$ cat src/rtl/uart_rx_pkg.sv
// Shared receiver definitions: FSM state encoding and default framing parameters.
package uart_rx_pkg;

  typedef enum logic [2:0] {
    SM_IDLE,
    SM_START,
    SM_DATA,
    SM_PARITY,
    SM_STOP,
    SM_WAIT_IDLE
  } state_e;

  localparam int unsigned DEF_DATA_BIT_COUNT   = 8;
  localparam int unsigned DEF_PARITY_BIT_COUNT = 0;
  localparam int unsigned DEF_PARITY_ODD       = 0;
  localparam int unsigned DEF_STOP_BIT_COUNT   = 1;
  localparam int unsigned DEF_CLK_PER_BIT      = 8;

endpackage

$ cat src/rtl/uart_sync2.sv
// Two-flop synchroniser for an asynchronous single-bit input.
module uart_sync2 #(
  parameter logic RESET_VALUE = 1'b1
) (
  input  logic clk,
  input  logic rst,
  input  logic d,
  output logic q
);

  logic meta;

  always_ff @(posedge clk or posedge rst) begin
    if (rst) begin
      meta <= RESET_VALUE;
      q    <= RESET_VALUE;
    end else begin
      meta <= d;
      q    <= meta;
    end
  end

endmodule

$ cat src/rtl/uart_rx.sv
// UART receiver: synchronised line, mid-bit sampling, one-cycle result pulses with error flags.
module uart_rx
  import uart_rx_pkg::*;
#(
  parameter int unsigned DATA_BIT_COUNT   = DEF_DATA_BIT_COUNT,
  parameter int unsigned PARITY_BIT_COUNT = DEF_PARITY_BIT_COUNT,
  parameter int unsigned PARITY_ODD       = DEF_PARITY_ODD,
  parameter int unsigned STOP_BIT_COUNT   = DEF_STOP_BIT_COUNT,
  parameter int unsigned CLK_PER_BIT      = DEF_CLK_PER_BIT
) (
  input  logic                      clk,
  input  logic                      rst,
  input  logic                      serial,
  output logic [DATA_BIT_COUNT-1:0] data,
  output logic                      data_ready,
  output logic                      framing_error,
  output logic                      parity_error,
  output logic                      busy
);

  localparam int unsigned CW = $clog2(CLK_PER_BIT) + 1;
  localparam logic [CW-1:0] FULL_COUNT = CW'(CLK_PER_BIT - 1);
  localparam logic [CW-1:0] HALF_COUNT = CW'(CLK_PER_BIT / 2 - 1);
  localparam logic [3:0] LAST_DATA = 4'(DATA_BIT_COUNT - 1);
  localparam logic [3:0] LAST_STOP = 4'(STOP_BIT_COUNT - 1);
  localparam logic ODD = (PARITY_ODD != 0);

  logic                      rx_s;
  state_e                    state;
  logic [CW-1:0]             clock_count;
  logic [3:0]                current_bit;
  logic [DATA_BIT_COUNT-1:0] shift_reg;
  logic                      parity_mismatch;
  logic                      expected_parity;

  uart_sync2 #(
    .RESET_VALUE(1'b1)
  ) u_sync (
    .clk(clk),
    .rst(rst),
    .d  (serial),
    .q  (rx_s)
  );

  assign expected_parity = (^shift_reg) ^ ODD;

  always_ff @(posedge clk or posedge rst) begin
    if (rst) begin
      state           <= SM_IDLE;
      clock_count     <= '0;
      current_bit     <= '0;
      shift_reg       <= '0;
      parity_mismatch <= 1'b0;
      data            <= '0;
      data_ready      <= 1'b0;
      framing_error   <= 1'b0;
      parity_error    <= 1'b0;
      busy            <= 1'b0;
    end else begin
      data_ready    <= 1'b0;
      framing_error <= 1'b0;
      parity_error  <= 1'b0;
      unique case (state)
        SM_IDLE: begin
          if (!rx_s) begin
            clock_count <= '0;
            busy        <= 1'b1;
            state       <= SM_START;
          end
        end
        SM_START: begin
          if (clock_count == HALF_COUNT) begin
            clock_count <= '0;
            if (rx_s) begin
              busy  <= 1'b0;
              state <= SM_IDLE;
            end else begin
              current_bit     <= '0;
              parity_mismatch <= 1'b0;
              state           <= SM_DATA;
            end
          end else begin
            clock_count <= clock_count + 1'b1;
          end
        end
        SM_DATA: begin
          if (clock_count == FULL_COUNT) begin
            clock_count <= '0;
            // Shift right so the first bit on the line ends up in the LSB.
            shift_reg   <= {rx_s, shift_reg[DATA_BIT_COUNT-1:1]};
            if (current_bit == LAST_DATA) begin
              current_bit <= '0;
              state       <= (PARITY_BIT_COUNT > 0) ? SM_PARITY : SM_STOP;
            end else begin
              current_bit <= current_bit + 4'd1;
            end
          end else begin
            clock_count <= clock_count + 1'b1;
          end
        end
        SM_PARITY: begin
          if (clock_count == FULL_COUNT) begin
            clock_count     <= '0;
            parity_mismatch <= rx_s ^ expected_parity;
            state           <= SM_STOP;
          end else begin
            clock_count <= clock_count + 1'b1;
          end
        end
        SM_STOP: begin
          if (clock_count == FULL_COUNT) begin
            clock_count <= '0;
            if (!rx_s) begin
              framing_error <= 1'b1;
              state         <= SM_WAIT_IDLE;
            end else if (current_bit == LAST_STOP) begin
              data         <= shift_reg;
              data_ready   <= 1'b1;
              parity_error <= parity_mismatch;
              busy         <= 1'b0;
              state        <= SM_IDLE;
            end else begin
              current_bit <= current_bit + 4'd1;
            end
          end else begin
            clock_count <= clock_count + 1'b1;
          end
        end
        SM_WAIT_IDLE: begin
          // A stuck-low line must not look like a fresh start bit.
          if (rx_s) begin
            busy  <= 1'b0;
            state <= SM_IDLE;
          end
        end
        default: begin
          busy  <= 1'b0;
          state <= SM_IDLE;
        end
      endcase
    end
  end

endmodule

$ cat config.mk
export PLATFORM = sky130hd
export DESIGN_NAME = uart_rx
export DESIGN_NICKNAME = d
export VERILOG_FILES = /design/src/rtl/uart_rx_pkg.sv /design/src/rtl/uart_sync2.sv /design/src/rtl/uart_rx.sv
export SDC_FILE = /design/constraint.sdc
export NUM_CORES = 1
export LEC_CHECK = 0
export CORE_MARGIN = 4
export CORE_UTILIZATION = 35
export DETAILED_ROUTE_END_ITERATION = 10
export PLACE_DENSITY = 0.5
export SLEW_MARGIN = 20
export SYNTH_ARGS = -nofsm -noshare
export SYNTH_HDL_FRONTEND = slang
export SYNTH_SLANG_ARGS = --single-unit
$ cat constraint.sdc
create_clock -name clk -period 2.1 [get_ports clk]
set_input_delay 0.42 -clock clk [delete_from_list [all_inputs] [get_ports clk]]
set_output_delay 0.42 -clock clk [all_outputs]
set_load 0.1 [all_outputs]
==> out/qor.csv <==
stage,metric,value,unit
synthesis,share of the synthesized area in the top cell type,46.8,%
placed_design,Post-DP Area,1920,um^2
timing,final period utilization,87.9,%
timing,"Hold Vio Cnt, Final",0,
clock_tree,CTS sink cnt,34,
power,Pwr Total,1.67,mW
clock_tree,setup repair bufs after CTS,0,
timing,worst-margin pin slew,0.519,ns
clock_tree,clock latency on the worst-skew pair,0.28,ns
clock_tree,CTS Buf Count,5,
final_layout,area grow syn2layout,17.8,%
synthesis,"top cells by count, synth","dfrtp_1 (32), mux2_2 (16), inv_1 (11)",
routing,met2 wire len,1500,um
grt,initial antenna violation count,0,
routing,Final ANT Viol Nets,0,
clock_tree,CTS Root Cell,clkbuf_8,
routing,met3 routed WL,149,um
job,Max Cap Viol,0,
placed_design,dpl hpwl,2320,um
die,die height,77.9,um
timing,RSZ-0062 raised after global routing,false,
synthesis,largest family of logic cells by synthesized area,simple AND/OR/NAND/NOR gates,
power,Power Density,828,nW/um^2
synthesis,Post-Synth Simple-Gate Area,14.3,%
timing,highest clock rate,542,MHz
die,row cnt,25,
final_layout,Storage cell area,853,um^2
worst_setup_path,crit path launch type,flop,
timing,final setup skew,0.00338,ns
routing,uppermost layer routed,met4,
synthesis,top-count cell post-synth,dfrtp_1,
synthesis,xor/xnor share of the synthesized area,4.61,%
routing,via count,1155,
clock_tree,cts hold-fix bufs,0,
synthesis,"EDFF count, synth",0,
worst_setup_path,CP peak stage delay,0.46,ns
routing,Vias/cell,4.91,
worst_setup_path,Crit Path Class,flop to flop,
placed_design,Post-Place Worst Slack,0.246,ns
die,I/O pins,15,
synthesis,Syn Area/Cell,11.8,um^2
clock_tree,CTS tree,built,
synthesis,Synth Flop Type,dfrtp_1,
grt,largest net degree at the start of global routing,24,
timing,Final WS setup,0.255,ns
grt,first-pass GRT wire length,5260,um
routing,First-pass DRT Iterations,4,
synthesis,Post-Synth Adder-Cell Area,2.19,%
placed_design,cell total after placement,227,
placed_design,routability-driven placement congestion ratio,0.777,
synthesis,Synth cell types,44,
synthesis,"FF+latch count, synth",34,
clock_tree,CTS HTree Levels,2,
final_layout,nets,173,
synthesis,Syn Std Cell Area,1710,um^2
final_layout,# diodes,0,
worst_setup_path,worst endpoint required time,2.27,ns
timing,max_slew headroom,65.4,%
worst_hold_path,Hold WC Path Type,flop to flop,
timing,Setup Viol. Count Final,0,
clock_tree,PostCTS Resize Cnt,0,
grt,gr usage total,11.2,%
power,LEAKAGE,0.920,nW
synthesis,Synth warnings,0,
worst_setup_path,Worst setup EP type,flop,
worst_setup_path,peak fanout along the critical path,8,
synthesis,Async SR Flop Fraction,100,%
synthesis,cell taking the most area after synthesis,dfrtp_1,
worst_setup_path,WP buf/inv,0,
final_layout,footprint of the multi-input gates,781,um^2
final_layout,Layout Cell Area excl Fill,2010,um^2
status,run status,"complete, no violations",
power,Max VDD drop,0.300,mV
final_layout,layout cell share with drive strength beyond 1,31.5,%
routing,Routed WL per cell,13.2,um
placed_design,IO buf count,14,
worst_setup_path,critical path's top delay family,simple AND/OR/NAND/NOR gates,
synthesis,Synth Area in Compound Gates,14.0,%
worst_setup_path,"Slowest-stage cell, CP",nor3_4,
final_layout,Final Non-Filler Cells,235,
die,die area,6070,um^2
timing,Slew Limit Fails,0,
routing,drt total wl,3110,um
worst_setup_path,critical-path cell list,"ha_1, nand3b_1, nor3_4, mux2_2",
synthesis,sequential fraction of the synthesis area,49.9,%
routing,# DRC,0,
die,die width,77.9,um
synthesis,Synth Instances,145,
grt,vias in the first global route,1126,
synthesis,post-synth net total,151,
clock_tree,Worst-path clk slew,0.07,ns
clock_tree,Longest Clk Path Bufs,2,
die,Initial Utilization,36.2,%
final_layout,# fillers,445,
synthesis,largest cells by area after synthesis,"dfrtp_1 (47%), mux2_2 (11%), xnor2_1 (3.6%)",
timing,Setup TNS Final,0,ns
routing,DR iter-0 viols,47,
grt,total grt overflow,0,
worst_setup_path,Critical Path AT,2.02,ns
timing,crit path time final,1.84,ns
synthesis,multiplexer area fraction after synthesis,10.5,%
die,CORE AREA,4720,um^2
routing,met1 wire length,1370,um
[path summary, 6_finish.rpt]
check,start,to,slack (ns),cells after the start
max,clock_count[0]$_DFFE_PP0P_,shift_reg[0]$_DFFE_PP0P_,0.26,4
min,u_sync.meta$_DFF_PP1_,u_sync.q$_DFF_PP1_,0.36,0
max reg2reg,clock_count[0]$_DFFE_PP0P_,shift_reg[0]$_DFFE_PP0P_,0.26,4
min reg2reg,u_sync.meta$_DFF_PP1_,u_sync.q$_DFF_PP1_,0.36,0
max in group asynchronous,rst,data[1]$_DFFE_PP0P_,1.13,3
min in group asynchronous,rst,current_bit[3]$_DFFE_PP0P_,0.47,2
[per-layer routing]
metal / vias to the layer above / GRT usage [%]
met2: 21 / 18.2
met5: - / 0
met4: 0 / 6.12
li1: 563 / -
met1: 560 / 12.7
met3: 11 / 3.94
[cells by family after synthesis]
logic type                 after synthesis
AOI/OAI and AO/OA                       34
xor gates and xnor gates                 9
adders and majority gates                3
buffers and inverters                   15
DFF                                     34
muxes                                   16
and+or+nand+nor                         34
[metrics by stage]
stage	hold WS (ns)	util, %
detailed placement	0.352	40.6
global route	0.363	42.6
floorplan	0.345	-
global placement	0.346	40.6
CTS	0.362	42.6
finish	0.359	42.6
[power by group]
group	internal (mW)	switching, mW	total (mW)	leakage, nW
Combinational	0.154	0.244	0.398	0.412
Clock	0.263	0.233	0.497	0.0472
Sequential	0.700	0.0736	0.774	0.461
Total	1.12	0.551	1.67	0.920
[layout by cell type, fill, tap and decap left out, types with 4 or more instances in the layout]
cell       n
dfrtp_1   32
mux2_2    16
buf_4     16
inv_1     11
o21ai_0    8
xnor2_1    7
nand2_1    6
clkbuf_8   6
o21ai_1    5
nand2b_1   4
nor2_1     4
nand3_1    4
a21oi_1    4
[final cells by class]
type / instances / share of cell area [%]
Timing Repair Buffer: 19 / 7.95
Inverter: 11 / 2.05
Clock inverter: 2 / 0.621
Clock buffer: 6 / 4.10
Multi-Input combinational cell: 96 / 38.8
Sequential cell: 34 / 42.4
Tap cell: 67 / 4.16
(Power assumes the default switching activity.)
